`config.mk`:
```
export PLATFORM = sky130hd
export DESIGN_NAME = iomem_arbiter
export DESIGN_NICKNAME = d
export VERILOG_FILES = /design/src/rtl/iomem_arbiter.sv
export SDC_FILE = /design/constraint.sdc
export NUM_CORES = 1
export LEC_CHECK = 0
export BUFFER_PORTS_ARGS = -buffer_cell sky130_fd_sc_hd__buf_4
export CAP_MARGIN = 5
export CORE_AREA = 2 2 120 122
export CTS_CLUSTER_DIAMETER = 80
export CTS_CLUSTER_SIZE = 10
export DETAILED_ROUTE_END_ITERATION = 10
export DIE_AREA = 0 0 122 124
export SLEW_MARGIN = 20
export SYNTH_ARGS = -nofsm -noshare
export SYNTH_HDL_FRONTEND = slang
export SYNTH_SLANG_ARGS = --single-unit
```
`constraint.sdc`:
```
create_clock -name clk_i -period 4.6 [get_ports clk_i]
set_input_delay 0.23 -clock clk_i [delete_from_list [all_inputs] [get_ports clk_i]]
set_output_delay 0.23 -clock clk_i [all_outputs]
set_load 0.01 [all_outputs]
```
`src/rtl/iomem_arbiter.sv`:
```
// iomem_arbiter: round-robin two-master arbiter for the shared iomem valid/ready bus.
// The granted request is latched and replayed downstream; a watchdog aborts a stuck access.
module iomem_arbiter #(
  parameter int ADDR_W         = 32,
  parameter int DATA_W         = 32,
  parameter int TIMEOUT_CYCLES = 64
) (
  input  logic                clk_i,
  input  logic                rst_ni,
  input  logic                m0_valid_i,
  input  logic [DATA_W/8-1:0] m0_wstrb_i,
  input  logic [ADDR_W-1:0]   m0_addr_i,
  input  logic [DATA_W-1:0]   m0_wdata_i,
  output logic                m0_ready_o,
  output logic [DATA_W-1:0]   m0_rdata_o,
  output logic                m0_err_o,
  input  logic                m1_valid_i,
  input  logic [DATA_W/8-1:0] m1_wstrb_i,
  input  logic [ADDR_W-1:0]   m1_addr_i,
  input  logic [DATA_W-1:0]   m1_wdata_i,
  output logic                m1_ready_o,
  output logic [DATA_W-1:0]   m1_rdata_o,
  output logic                m1_err_o,
  output logic                iomem_valid_o,
  output logic [DATA_W/8-1:0] iomem_wstrb_o,
  output logic [ADDR_W-1:0]   iomem_addr_o,
  output logic [DATA_W-1:0]   iomem_wdata_o,
  input  logic                iomem_ready_i,
  input  logic [DATA_W-1:0]   iomem_rdata_i
);
  localparam int CNT_W = $clog2(TIMEOUT_CYCLES);
  typedef enum logic [1:0] {IDLE, BUSY, DONE} state_t;
  state_t state, next_state;
  logic last_grant, grant, grant_next, tie, take, expire, finish;
  logic [CNT_W-1:0] cnt;
  logic [DATA_W/8-1:0] wstrb;
  logic [ADDR_W-1:0] addr;
  logic [DATA_W-1:0] wdata;
  // only a tie moves the round-robin pointer; a lone requester wins outright
  assign tie = m0_valid_i & m1_valid_i;
  assign grant_next = tie ? ~last_grant : ~m0_valid_i;
  assign take = state == IDLE && (m0_valid_i || m1_valid_i);
  assign expire = cnt == CNT_W'(TIMEOUT_CYCLES - 1);
  assign finish = state == BUSY && (iomem_ready_i || expire);
  always_ff @(posedge clk_i or negedge rst_ni) begin
    if (!rst_ni) state <= IDLE;
    else state <= next_state;
  end
  always_comb begin
    next_state = state == IDLE ? (take ? BUSY : IDLE) :
                 state == BUSY ? (finish ? DONE : BUSY) : IDLE;
  end
  always_ff @(posedge clk_i or negedge rst_ni) begin
    if (!rst_ni) begin
      last_grant <= 1'b1;
      grant      <= 1'b0;
      cnt        <= '0;
      wstrb      <= '0;
      addr       <= '0;
      wdata      <= '0;
    end else if (take) begin
      grant      <= grant_next;
      last_grant <= tie ? grant_next : last_grant;
      cnt        <= '0;
      wstrb      <= grant_next ? m1_wstrb_i : m0_wstrb_i;
      addr       <= grant_next ? m1_addr_i : m0_addr_i;
      wdata      <= grant_next ? m1_wdata_i : m0_wdata_i;
    end else if (state == BUSY && !finish) begin
      cnt <= cnt + 1'b1;
    end
  end
  always_comb begin
    iomem_valid_o = state == BUSY;
    iomem_wstrb_o = wstrb;
    iomem_addr_o  = addr;
    iomem_wdata_o = wdata;
    m0_ready_o    = finish && !grant;
    m1_ready_o    = finish && grant;
    m0_err_o      = m0_ready_o && !iomem_ready_i;
    m1_err_o      = m1_ready_o && !iomem_ready_i;
    m0_rdata_o    = m0_ready_o && iomem_ready_i ? iomem_rdata_i : '0;
    m1_rdata_o    = m1_ready_o && iomem_ready_i ? iomem_rdata_i : '0;
  end
  assert property (@(posedge clk_i) disable iff (!rst_ni) !(m0_ready_o && m1_ready_o));
  assert property (@(posedge clk_i) disable iff (!rst_ni)
    state == BUSY && !finish |=> $stable({iomem_wstrb_o, iomem_addr_o, iomem_wdata_o}));
endmodule
```
* Yosys cells after proc, flatten, opt, wreduce, memory -nomap -nowiden
Cells that the tools add are included.
** Word-level totals
- Register bits :: 78
- Bits of input ports :: 173
- Output and inout bits :: 137
- Word-level logic and storage cells :: 42
** Cells by class
- Add/subtract/negate cells :: 1
- Eq/ne operators :: 2
- Mux-type cells :: 12
- Bitwise operators :: 3
- Reductions and logical operators :: 17
** Operators with widths (count)
- two-way mux 32 bit :: 4
- two-way mux 6 bit :: 2
- logical AND 1 bit :: 9
- adder 6 x 1 -> 6 bit, second input constant :: 1
- == test 6 bit, second input constant :: 1
- two-way mux 2 bit :: 3
- two-way mux 4 bit :: 1
- zero test 1 bit :: 3
- == test 2 x 1 -> 1 bit, second input constant :: 1
- zero test 2 bit :: 1
- logical OR 1 bit :: 2
- two-way mux 1 bit :: 2
- NOT 1 bit :: 2
- AND reduction 2 bit :: 1
- nonzero test 2 bit :: 1
- bitwise AND 1 bit :: 1

* Longest topological paths before layout
Gate-level depths: netlist of run 1.
- Depth after elaboration :: 7
- Gate-level depth with buffers :: 7
- Depth with buffers taken out :: 5

* Least setup slack after synthesis of run 1
OpenSTA, ideal clock, no wires.
- Path kind :: flip-flop to flip-flop
- Start :: register cnt[0]
- End :: register cnt[5]
- Setup time :: 126 ps
- Arrival :: 1681 ps
- Required time :: 4474 ps
- Setup slack :: 2793 ps
- Stages on the path, launching flop included :: 6
- Path buffers :: 0
- Clock period less this slack :: 1807 ps
- Cells stage by stage :: dfrtp_1 -> ha_1 -> and3_4 -> a311o_1 -> and2_4 -> a221o_1
** On the way
- Longest elaborated chain between the ends :: 6
- Elaborated cells between the ends (all ways) :: 9
- Classes of those cells :: add/sub (1); eq/ne (1); mux (2); reduce/logical (5)
** Ends and longest elaborated chain
- from (decl) :: RTL line 35 : logic [CNT_W-1:0] cnt;
- from (signal assigned) :: RTL line 69 : cnt <= cnt + 1'b1;
- branches (longest 6 deep; another with adder 6 x 1 -> 6 bit)
Several ways; the timed one is not identified. The select of a mux whose other input is x is not followed.
A chain may end at the register's enable or synchronous reset.

* Worst setup path after layout of run 1
- Start :: register state[1]
- End :: output port m1_rdata_o[27]
** On the way
- Longest elaborated chain between the ends :: 5
** Ends and longest elaborated chain
- from (decl) :: RTL line 33 : state_t state, next_state;
- from (signal assigned) :: RTL line 47 : else state <= next_state;
- == test 2 x 1 -> 1 bit :: RTL line 44 : assign finish = state == BUSY && (iomem_ready_i || expire);
- logical AND 1 bit :: RTL line 44
- logical AND 1 bit :: RTL line 78 : m1_ready_o = finish && grant;
- logical AND 1 bit :: RTL line 82 : m1_rdata_o = m1_ready_o && iomem_ready_i ? iomem_rdata_i : '0;
- two-way mux 32 bit :: RTL line 82
- to (decl) :: RTL line 22 : output logic [DATA_W-1:0] m1_rdata_o,
No other way between the ends.

==> impl_metrics.env, run 1 <==
export IMPL_hpwl_um=10810
export IMPL_first_pass_iters=4
export IMPL_clockBufferDepth=2
export IMPL_grt_max_degree=79
export IMPL_fmax_mhz=420.8
export IMPL_h_tree_depth=3
export IMPL_status="finished clean"
export IMPL_synth_edff_count=0
export IMPL_drive_gt1_share_pct=45.90
export IMPL_synth_most_common_cell="dfrtp_1"
export IMPL_dpl_worst_slack_ns=2.551
export IMPL_ir_drop_v=0.0002767
export IMPL_synthTopCellsByCount="dfrtp_1, o21ai_0, nand2_1"
export IMPL_clkSlewWorstSetupHoldPaths_ns=0.06
export IMPL_p_per_area_nw_per_um2=517.9
export IMPL_cts_root_buf="clkbuf_16"
export IMPL_route_met2_wl_um=7395
export IMPL_cts_sinks=78
export IMPL_p_sw_share_pct=36.53
export IMPL_synth_area_top_cells="dfrtp_1, mux2i_1, and2_1"
export IMPL_slew_headroom_pct=45.14
export IMPL_synth_top_area_share_pct=47.75
export IMPL_wl_met1_um=4793
export IMPL_port_buffers=309
export IMPL_synth_async_reset_ratio_pct=100.0
export IMPL_die_h_um=124
export IMPL_viasPerCell=4.446
export IMPL_hold_violations=0
export IMPL_fp_dieW_um=122
export IMPL_worst_pin_slew_ns=0.8230
export IMPL_clk_latency_ns=0.33
export IMPL_p_leak_uw=0.003734
export IMPL_ys_types=27
export IMPL_yosys_warnings=0
export IMPL_seq_area_frac_synth_pct=48.40
export IMPL_worstPathArrival_ns=2.15
export IMPL_end_kind="output port"
export IMPL_setup_viol=0
export IMPL_initial_utilization_pct=29.41
export IMPL_cellInternalPower_uw=2237
export IMPL_hp_class="in2reg"
export IMPL_first_iter_violations=92
export IMPL_ys_flop_type="dfrtp_1"
export IMPL_wl_per_cell_um=15.18
export IMPL_numCtsBuffers=9
export IMPL_vias=3997
export IMPL_seq_area_um2=1953
export IMPL_yosys_area_top_type="dfrtp_1"
export IMPL_p_clk_share_pct=19.2
export IMPL_diodes=0
export IMPL_drc_errors=0
export IMPL_fin_crit_ns=2.377
export IMPL_die_area_um2=15130
export IMPL_netlist_area_um2=4035
export IMPL_routabilityCongestion=0.7659
export IMPL_required_ns=4.37
export IMPL_rows=43
export IMPL_grt_pass1_vias=3938
export IMPL_cts_tree="yes"
export IMPL_rsz0062_at_grt="false"
export IMPL_synth_cells=420
export IMPL_multi_input_area_um2=1961
export IMPL_grt_util_all_layers_pct=17.40
export IMPL_p_comb_share_pct=47.1
export IMPL_crit_path_start_kind="flip-flop"
export IMPL_grt_pass1_wl_um=20160
export IMPL_drtAntennaViolNets=0
export IMPL_avgSynthCellArea_um2=9.607
export IMPL_seq_power_share_pct=33.7
export IMPL_cts_resized=0
export IMPL_num_nets_final=890
export IMPL_p_total_uw=3525
export IMPL_fillers=1343
export IMPL_synth_seq_cells=78
export IMPL_syn_nets=594
export IMPL_clock_skew_ns=0.002204
export IMPL_coreArea_um2=13720
export IMPL_met3_length_um=1234
export IMPL_period_share_pct=51.67
export IMPL_crit_fanout=32
export IMPL_drv_slew=0
export IMPL_crit_type="reg2out"
export IMPL_setup_ws_ns=2.223
export IMPL_overflow=0
export IMPL_highest_signal_layer="met4"
export IMPL_ios=310
export IMPL_routed_wl_um=13650
export IMPL_cap_violations=0
export IMPL_p_switching_uw=1287
export IMPL_tns_ns=0
export IMPL_area_growth_pct=68.65
export IMPL_antenna_found_initial=0
[final timing paths]
path	from	end	slack, ns	depth (start not counted)
worst min register to register	iomem_addr_o[16]	iomem_addr_o[16]	0.48	2
max in group asynchronous	rst_ni	iomem_wdata_o[28]	3.60	2
worst max register to register	cnt[0]	cnt[5]	2.68	5
min in group asynchronous	rst_ni	iomem_addr_o[21]	0.50	2
worst max-delay path	state[1]	m1_rdata_o[27]	2.22	5
worst min-delay path	m0_wdata_i[7]	iomem_wdata_o[7]	0.18	3
[metal layers]
layer | track usage [%] | up-vias
met4 | 6.394 | 0
met3 | 5.082 | 16
met5 | 0 | -
met2 | 32.96 | 171
met1 | 18.15 | 1802
li1 | - | 2008
[state kept, by name, indices dropped and copies added, names as in the netlist]
name,cells
last_grant,1
cnt,6
grant,1
iomem_wstrb_o,4
state,2
iomem_addr_o,32
iomem_wdata_o,32
[logic make-up (layout without fill, tap and decap cells)]
family          count (synthesis)  count (layout)  synth area share (%)
simple gates                  155             155                 19.35
compound gates                 80              80                 10.60
flops                          78              78                 48.40
mux                            69              69                 17.12
buf+inv                        34             333                 3.566
xor+xnor                        3               3                0.6513
fa+ha+maj                       1               1                0.3100
[critical path, stage by stage, from the launching register on]
cell      delay (ns)
dfrtp_1         0.39
nand2b_1        0.21
inv_1           0.13
and3_1          0.71
and2_1          0.25
buf_4           0.12
[layout make-up]
class	count	area share [%]
Clock buffer	12	3.475
Clock inverter	2	0.5148
Inverter	5	0.2758
Multi-Input combinational cell	308	28.81
Sequential cell	78	28.70
Tap cell	180	3.309
Timing Repair Buffer	314	34.91
[stage by stage]
stage	util, %	cell area (um2)	instances	hold slack [ns]
2_1_floorplan	-	4035	420	-0.06559
3_3_place_gp	47.38	6500	883	0.4633
3_5_place_dp	47.38	6500	883	0.4715
4_1_cts	49.36	6771	897	0.1031
5_1_grt	49.60	6805	899	0.1905
6_report	49.60	6805	899	0.1784
[power groups by stage]
| stage | Combinational, uW | Clock [uW] | Sequential, uW |
|---|---|---|---|
| floorplan | 666 | 0 | 1320 |
| global placement | 1670 | 0 | 1190 |
| detailed placement | 1690 | 0 | 1200 |
| CTS | 1690 | 699 | 1200 |
| global route | 1850 | 735 | 1230 |
| finish | 1660 | 677 | 1190 |
[cells in the final DEF (no fill, tap or decap)]
master,count
nand2b_1,1
bufinv_16,1
a22o_1,2
xor2_1,2
dfrtp_1,77
o21ai_4,2
inv_1,5
buf_6,1
and3_4,1
a221o_1,1
nor2_1,4
and3_1,6
clkinv_2,1
ha_1,1
dfstp_2,1
a311oi_2,1
a21oi_1,2
nor3_1,4
dlygate4sd3_1,1
buf_12,1
a311o_1,1
clkbuf_1,3
buf_4,311
o21ai_0,71
and2_4,1
nand2_1,71
clkbuf_16,9
xnor2_1,1
and2_1,64
mux2i_1,69
nand3_1,3
[timing repair]
action,in CTS,in global routing
hold endpoints to repair,0,7
setup buffers,0,0
hold buffers,0,1
Power figures use the tool's default switching activity.
==> run 2: changes to the inputs <==
==> constraint.sdc (replaced) <==
create_clock -name clk_i -period 2.42 [get_ports clk_i]
set_input_delay 0.121 -clock clk_i [delete_from_list [all_inputs] [get_ports clk_i]]
set_output_delay 0.121 -clock clk_i [all_outputs]
set_load 0.01 [all_outputs]
==> run 2 against run 1 <==
Die area unchanged. Routed wire length decreased by 1.6%. Hold slack got worse by 0.11 ns. Critical path type unchanged.
==> impl_metrics.env, run 2 (synthesized netlist as in run 1, its figures left out) <==
export IMPL_status="finished clean"
export IMPL_critical_path_cell_chain="ha_1 -> and3_4 -> and3_1 -> o21ai_0 -> buf_4 -> nor3_1 -> buf_4"
export IMPL_tns_ns=0
export IMPL_crit_path_frequent_cell="buf_4"
export IMPL_rsz0062_at_grt="false"
export IMPL_layout_cells_most_common="buf_4"
export IMPL_ios=310
export IMPL_first_iter_violations=100
export IMPL_diodes=0
export IMPL_end_kind="output port"
export IMPL_grt_pass1_vias=3933
export IMPL_first_pass_iters=4
export IMPL_clock_skew_ns=0.005570
export IMPL_cts_root_buf="clkbuf_16"
export IMPL_hold_violations=0
export IMPL_clockBufferDepth=2
export IMPL_r2r_end="cnt[5]"
export IMPL_routabilityCongestion=0.7402
export IMPL_hold_ws_ns=0.06807
export IMPL_final_area_um2=6908
export IMPL_die_h_um=124
export IMPL_p_leak_uw=0.003792
export IMPL_wl_per_cell_um=14.85
export IMPL_die_area_um2=15130
export IMPL_dpl_worst_slack_ns=0.5239
export IMPL_period_share_pct=85.03
export IMPL_cts_setup_buffers=0
export IMPL_fmax_mhz=486.0
export IMPL_drtAntennaViolNets=0
export IMPL_setup_ws_ns=0.3623
export IMPL_cts_sinks=78
export IMPL_required_ns=2.30
export IMPL_drv_slew=0
export IMPL_crit_fanout=5
export IMPL_drc_errors=0
export IMPL_antenna_found_initial=0
export IMPL_crit_start="cnt[0]"
export IMPL_setup_viol=0
export IMPL_area_growth_pct=71.19
export IMPL_coreArea_um2=13720
export IMPL_port_buffers=309
export IMPL_worst_pin_slew_ns=0.8844
export IMPL_slowest_delay_ns=0.41
export IMPL_routed_wl_um=13430
export IMPL_rows=43
export IMPL_grt_pass1_wl_um=19760
export IMPL_hp_class="in2reg"
export IMPL_r2r_start="cnt[0]"
export IMPL_hpwl_um=10730
export IMPL_p_per_area_nw_per_um2=1003
export IMPL_initial_utilization_pct=29.41
export IMPL_fp_dieW_um=122
export IMPL_final_cell_mix="buf_4, dfrtp_1, o21ai_0, nand2_1, mux2i_1"
export IMPL_h_tree_depth=3
export IMPL_viasPerCell=4.485
export IMPL_grt_util_all_layers_pct=17.14
export IMPL_cap_violations=0
export IMPL_grt_max_degree=79
export IMPL_r2r_cells=5
export IMPL_clkSlewWorstSetupHoldPaths_ns=0.06
export IMPL_fin_util_pct=50.35
export IMPL_dpl_instance_area_um2=6555
export IMPL_whs_path_depth=3
export IMPL_cp_slowest_cell="dfrtp_1"
export IMPL_numCtsBuffers=9
export IMPL_fillers=1292
export IMPL_cts_tree="yes"
export IMPL_slew_headroom_pct=40.82
export IMPL_worstPathArrival_ns=1.94
export IMPL_fin_crit_ns=2.058
export IMPL_critPathCapture="m1_err_o"
export IMPL_crit_path_start_kind="flip-flop"
export IMPL_vias=4054
export IMPL_crit_type="reg2out"
export IMPL_ir_drop_v=0.0004069
export IMPL_r2r_slack_ns=0.50
export IMPL_num_nets_final=894
export IMPL_overflow=0
export IMPL_drive_gt1_share_pct=46.69
export IMPL_clk_latency_ns=0.34
[run 2: timing repair]
| action | CTS | global route |
|---|---|---|
| endpoints found under the setup margin | 0 | 0 |
| hold buffers | 1 | 0 |
| gates resized for setup | 0 | 0 |
| endpoints found under the hold margin | 10 | 0 |
[run 2: cell type report]
type	instances	area (um2)	share of cell area [%]
inverters	5	18.77	0.2717
well taps	180	225.2	3.260
flip-flops and latches	78	1953	28.27
multi-input cells	308	1961	28.38
repair buffers	318	2427	35.14
clock inverters	4	70.07	1.014
clock buffers	11	252.7	3.659
[run 2: worst min path at each step]
stage	from	to	slack, ns
3_5_place_dp	rst_ni	iomem_addr_o[26]	0.36
3_3_place_gp	rst_ni	iomem_addr_o[18]	0.35
4_1_cts	m0_wdata_i[8]	iomem_wdata_o[8]	0.06
5_1_grt	m0_addr_i[23]	iomem_addr_o[23]	0.08
6_report	m0_wdata_i[8]	iomem_wdata_o[8]	0.07
2_1_floorplan	rst_ni	cnt[0]	-0.17
[run 2: metrics by stage]
stage                     instances  power, uW
final                           904       6928
after global routing            904       7456
after CTS                       903       7052
after detailed placement        887       5560
after global placement          887       5479
after floorplan                 420       3775
[run 2: critical path: cells and delay by family, from the launching register on]
kind / cells / cell delay, ns
buffers and inverters: 2 / 0.31
adders and majority gates: 1 / 0.25
AOI/OAI and AO/OA: 1 / 0.19
and+or+nand+nor: 3 / 0.43
DFF: 1 / 0.41
[run 2: report_power, final]
group	switching (uW)	internal, uW	leakage, uW
logic	1620	1580	0.00267
clock network	507	949	0.000161
registers	341	1920	0.000964
total	2470	4460	0.00379
[run 2: routing by layer]
metal	GRT usage [%]	share of wire [%]
met1	18.64	36
met2	31.63	53
met3	4.579	8.9
met4	6.825	1.8
met5	0	0
==> run 3: changes to the inputs <==
==> constraint.sdc (replaced) <==
create_clock -name clk_i -period 2.51 [get_ports clk_i]
set_input_delay 0.1255 -clock clk_i [delete_from_list [all_inputs] [get_ports clk_i]]
set_output_delay 0.1255 -clock clk_i [all_outputs]
set_load 0.01 [all_outputs]
==> run 3 against run 2 <==
Critical path depth did not move. Hold slack improved by 0.0095 ns. Global-route usage fell by 0.14 points. Register-to-register slack improved by 0.08 ns. Power fell by 2.8%. Cell area rose by 0.13%. Routed wire length rose by 0.31%. Clock skew rose by 0.00055 ns. Highest routed layer unchanged. Non-clock buffer count fell by 1. Largest cell class unchanged. Sequential share of layout area barely moved.
==> impl_metrics.env, run 3 (synthesized netlist as in run 1, its figures left out) <==
export IMPL_vias=4044
export IMPL_clock_skew_ns=0.006118
export IMPL_clkSlewWorstSetupHoldPaths_ns=0.06
export IMPL_status="finished clean"
export IMPL_multi_input_area_um2=1961
export IMPL_whs_path_depth=3
export IMPL_worst_path_buf_inv=2
export IMPL_grt_pass1_wl_um=19860
export IMPL_p_leak_uw=0.003784
export IMPL_fp_dieW_um=122
export IMPL_required_ns=2.38
export IMPL_crit_family="simple AND/OR/NAND/NOR gates"
export IMPL_clockBufferDepth=2
export IMPL_placed_cells=886
export IMPL_crit_type="reg2out"
export IMPL_fin_cells=904
export IMPL_setup_viol=0
export IMPL_fin_util_pct=50.42
export IMPL_grt_max_degree=79
export IMPL_drc_errors=0
export IMPL_worst_pin_slew_ns=0.9329
export IMPL_drive_gt1_share_pct=46.55
export IMPL_die_h_um=124
export IMPL_hold_violations=0
export IMPL_initial_utilization_pct=29.41
export IMPL_grt_pass1_vias=3960
export IMPL_crit_fanout=5
export IMPL_antenna_found_initial=0
export IMPL_coreArea_um2=13720
export IMPL_numCtsBuffers=9
export IMPL_port_buffers=309
export IMPL_r2r_cells=5
export IMPL_drv_slew=0
export IMPL_area_growth_pct=71.41
export IMPL_critical_path_cell_chain="ha_1 -> and3_4 -> and3_1 -> o21ai_0 -> buf_4 -> nor2_1 -> buf_4"
export IMPL_cp_slowest_cell="dfrtp_1"
export IMPL_num_nets_final=893
export IMPL_cts_hold_buf=1
export IMPL_slew_headroom_pct=37.57
export IMPL_hpwl_um=10730
export IMPL_crit_cells=7
export IMPL_cts_sinks=78
export IMPL_cts_tree="yes"
export IMPL_clk_latency_ns=0.33
export IMPL_first_pass_iters=5
export IMPL_overflow=0
export IMPL_cts_setup_buffers=0
export IMPL_period_share_pct=83.61
export IMPL_end_kind="output port"
export IMPL_slowest_delay_ns=0.40
export IMPL_h_tree_depth=3
export IMPL_fin_crit_ns=2.099
export IMPL_fmax_mhz=476.5
export IMPL_dpl_worst_slack_ns=0.6018
export IMPL_crit_path_frequent_cell="buf_4"
export IMPL_routabilityCongestion=0.7326
export IMPL_drtAntennaViolNets=0
export IMPL_ios=310
export IMPL_routed_wl_um=13470
export IMPL_rsz0062_at_grt="false"
export IMPL_seq_area_um2=1953
export IMPL_final_cell_mix="buf_4, dfrtp_1, o21ai_0, nand2_1, mux2i_1"
export IMPL_grt_util_all_layers_pct=17.00
export IMPL_layout_cells_most_common="buf_4"
export IMPL_cap_violations=0
export IMPL_cts_root_buf="clkbuf_16"
export IMPL_first_iter_violations=104
export IMPL_hp_class="in2reg"
export IMPL_setup_ws_ns=0.4114
export IMPL_viasPerCell=4.473
export IMPL_p_per_area_nw_per_um2=973.5
export IMPL_cts_resized=0
export IMPL_fillers=1291
export IMPL_diodes=0
export IMPL_die_area_um2=15130
export IMPL_wl_per_cell_um=14.90
export IMPL_rows=43
export IMPL_ir_drop_v=0.0004679
export IMPL_crit_path_start_kind="flip-flop"
export IMPL_worstPathArrival_ns=1.97
export IMPL_tns_ns=0
-- run 3: final cells by class --
class                      instances  area share (%)
timing repair buffer             317           34.99
multi-input combinational        308           28.35
sequential                        78           28.24
clock buffer                      10           3.310
tap                              180           3.256
clock inverter                     6           1.592
inverter                           5          0.2713
-- run 3: final timing paths --
check / start / end / slack, ns
max reg2reg: cnt[0] / cnt[5] / 0.58
max in group asynchronous: rst_ni / last_grant / 1.50
min reg2reg: iomem_wdata_o[11] / iomem_wdata_o[11] / 0.48
max: cnt[0] / m1_ready_o / 0.41
min in group asynchronous: rst_ni / iomem_addr_o[21] / 0.35
min: m0_addr_i[18] / iomem_addr_o[18] / 0.08
-- run 3: worst reg2reg max path, delay by kind of cell (launching register included) --
kind                       cells  cell delay [ns]
AOI/OAI and AO/OA              2             0.74
and+or+nand+nor                2             0.40
adders and majority gates      1             0.24
DFF                            1             0.42
-- run 3: where the power goes --
part	switching [uW]	internal (uW)	leakage [uW]	total, uW
clock network	497	969	0.000159	1470
logic	1560	1520	0.00266	3090
registers	326	1850	0.000964	2180
-- run 3: stage by stage --
stage | total power [uW] | cell area, um2 | hold WS [ns]
after detailed placement | 5364 | 6548 | 0.3601
after global routing | 7256 | 6917 | 0.08161
after CTS | 6860 | 6897 | 0.06973
after global placement | 5277 | 6548 | 0.3506
final | 6734 | 6917 | 0.07761
after floorplan | 3639 | 4035 | -0.1701
-- run 3: layer usage --
metal	GRT usage, %	part of all wire (%)	vias up
met2	32.30	54	184
met3	5.586	9.6	11
met5	0	0	-
met1	17.55	36	1839
met4	5.603	1.4	0
li1	-	-	2010
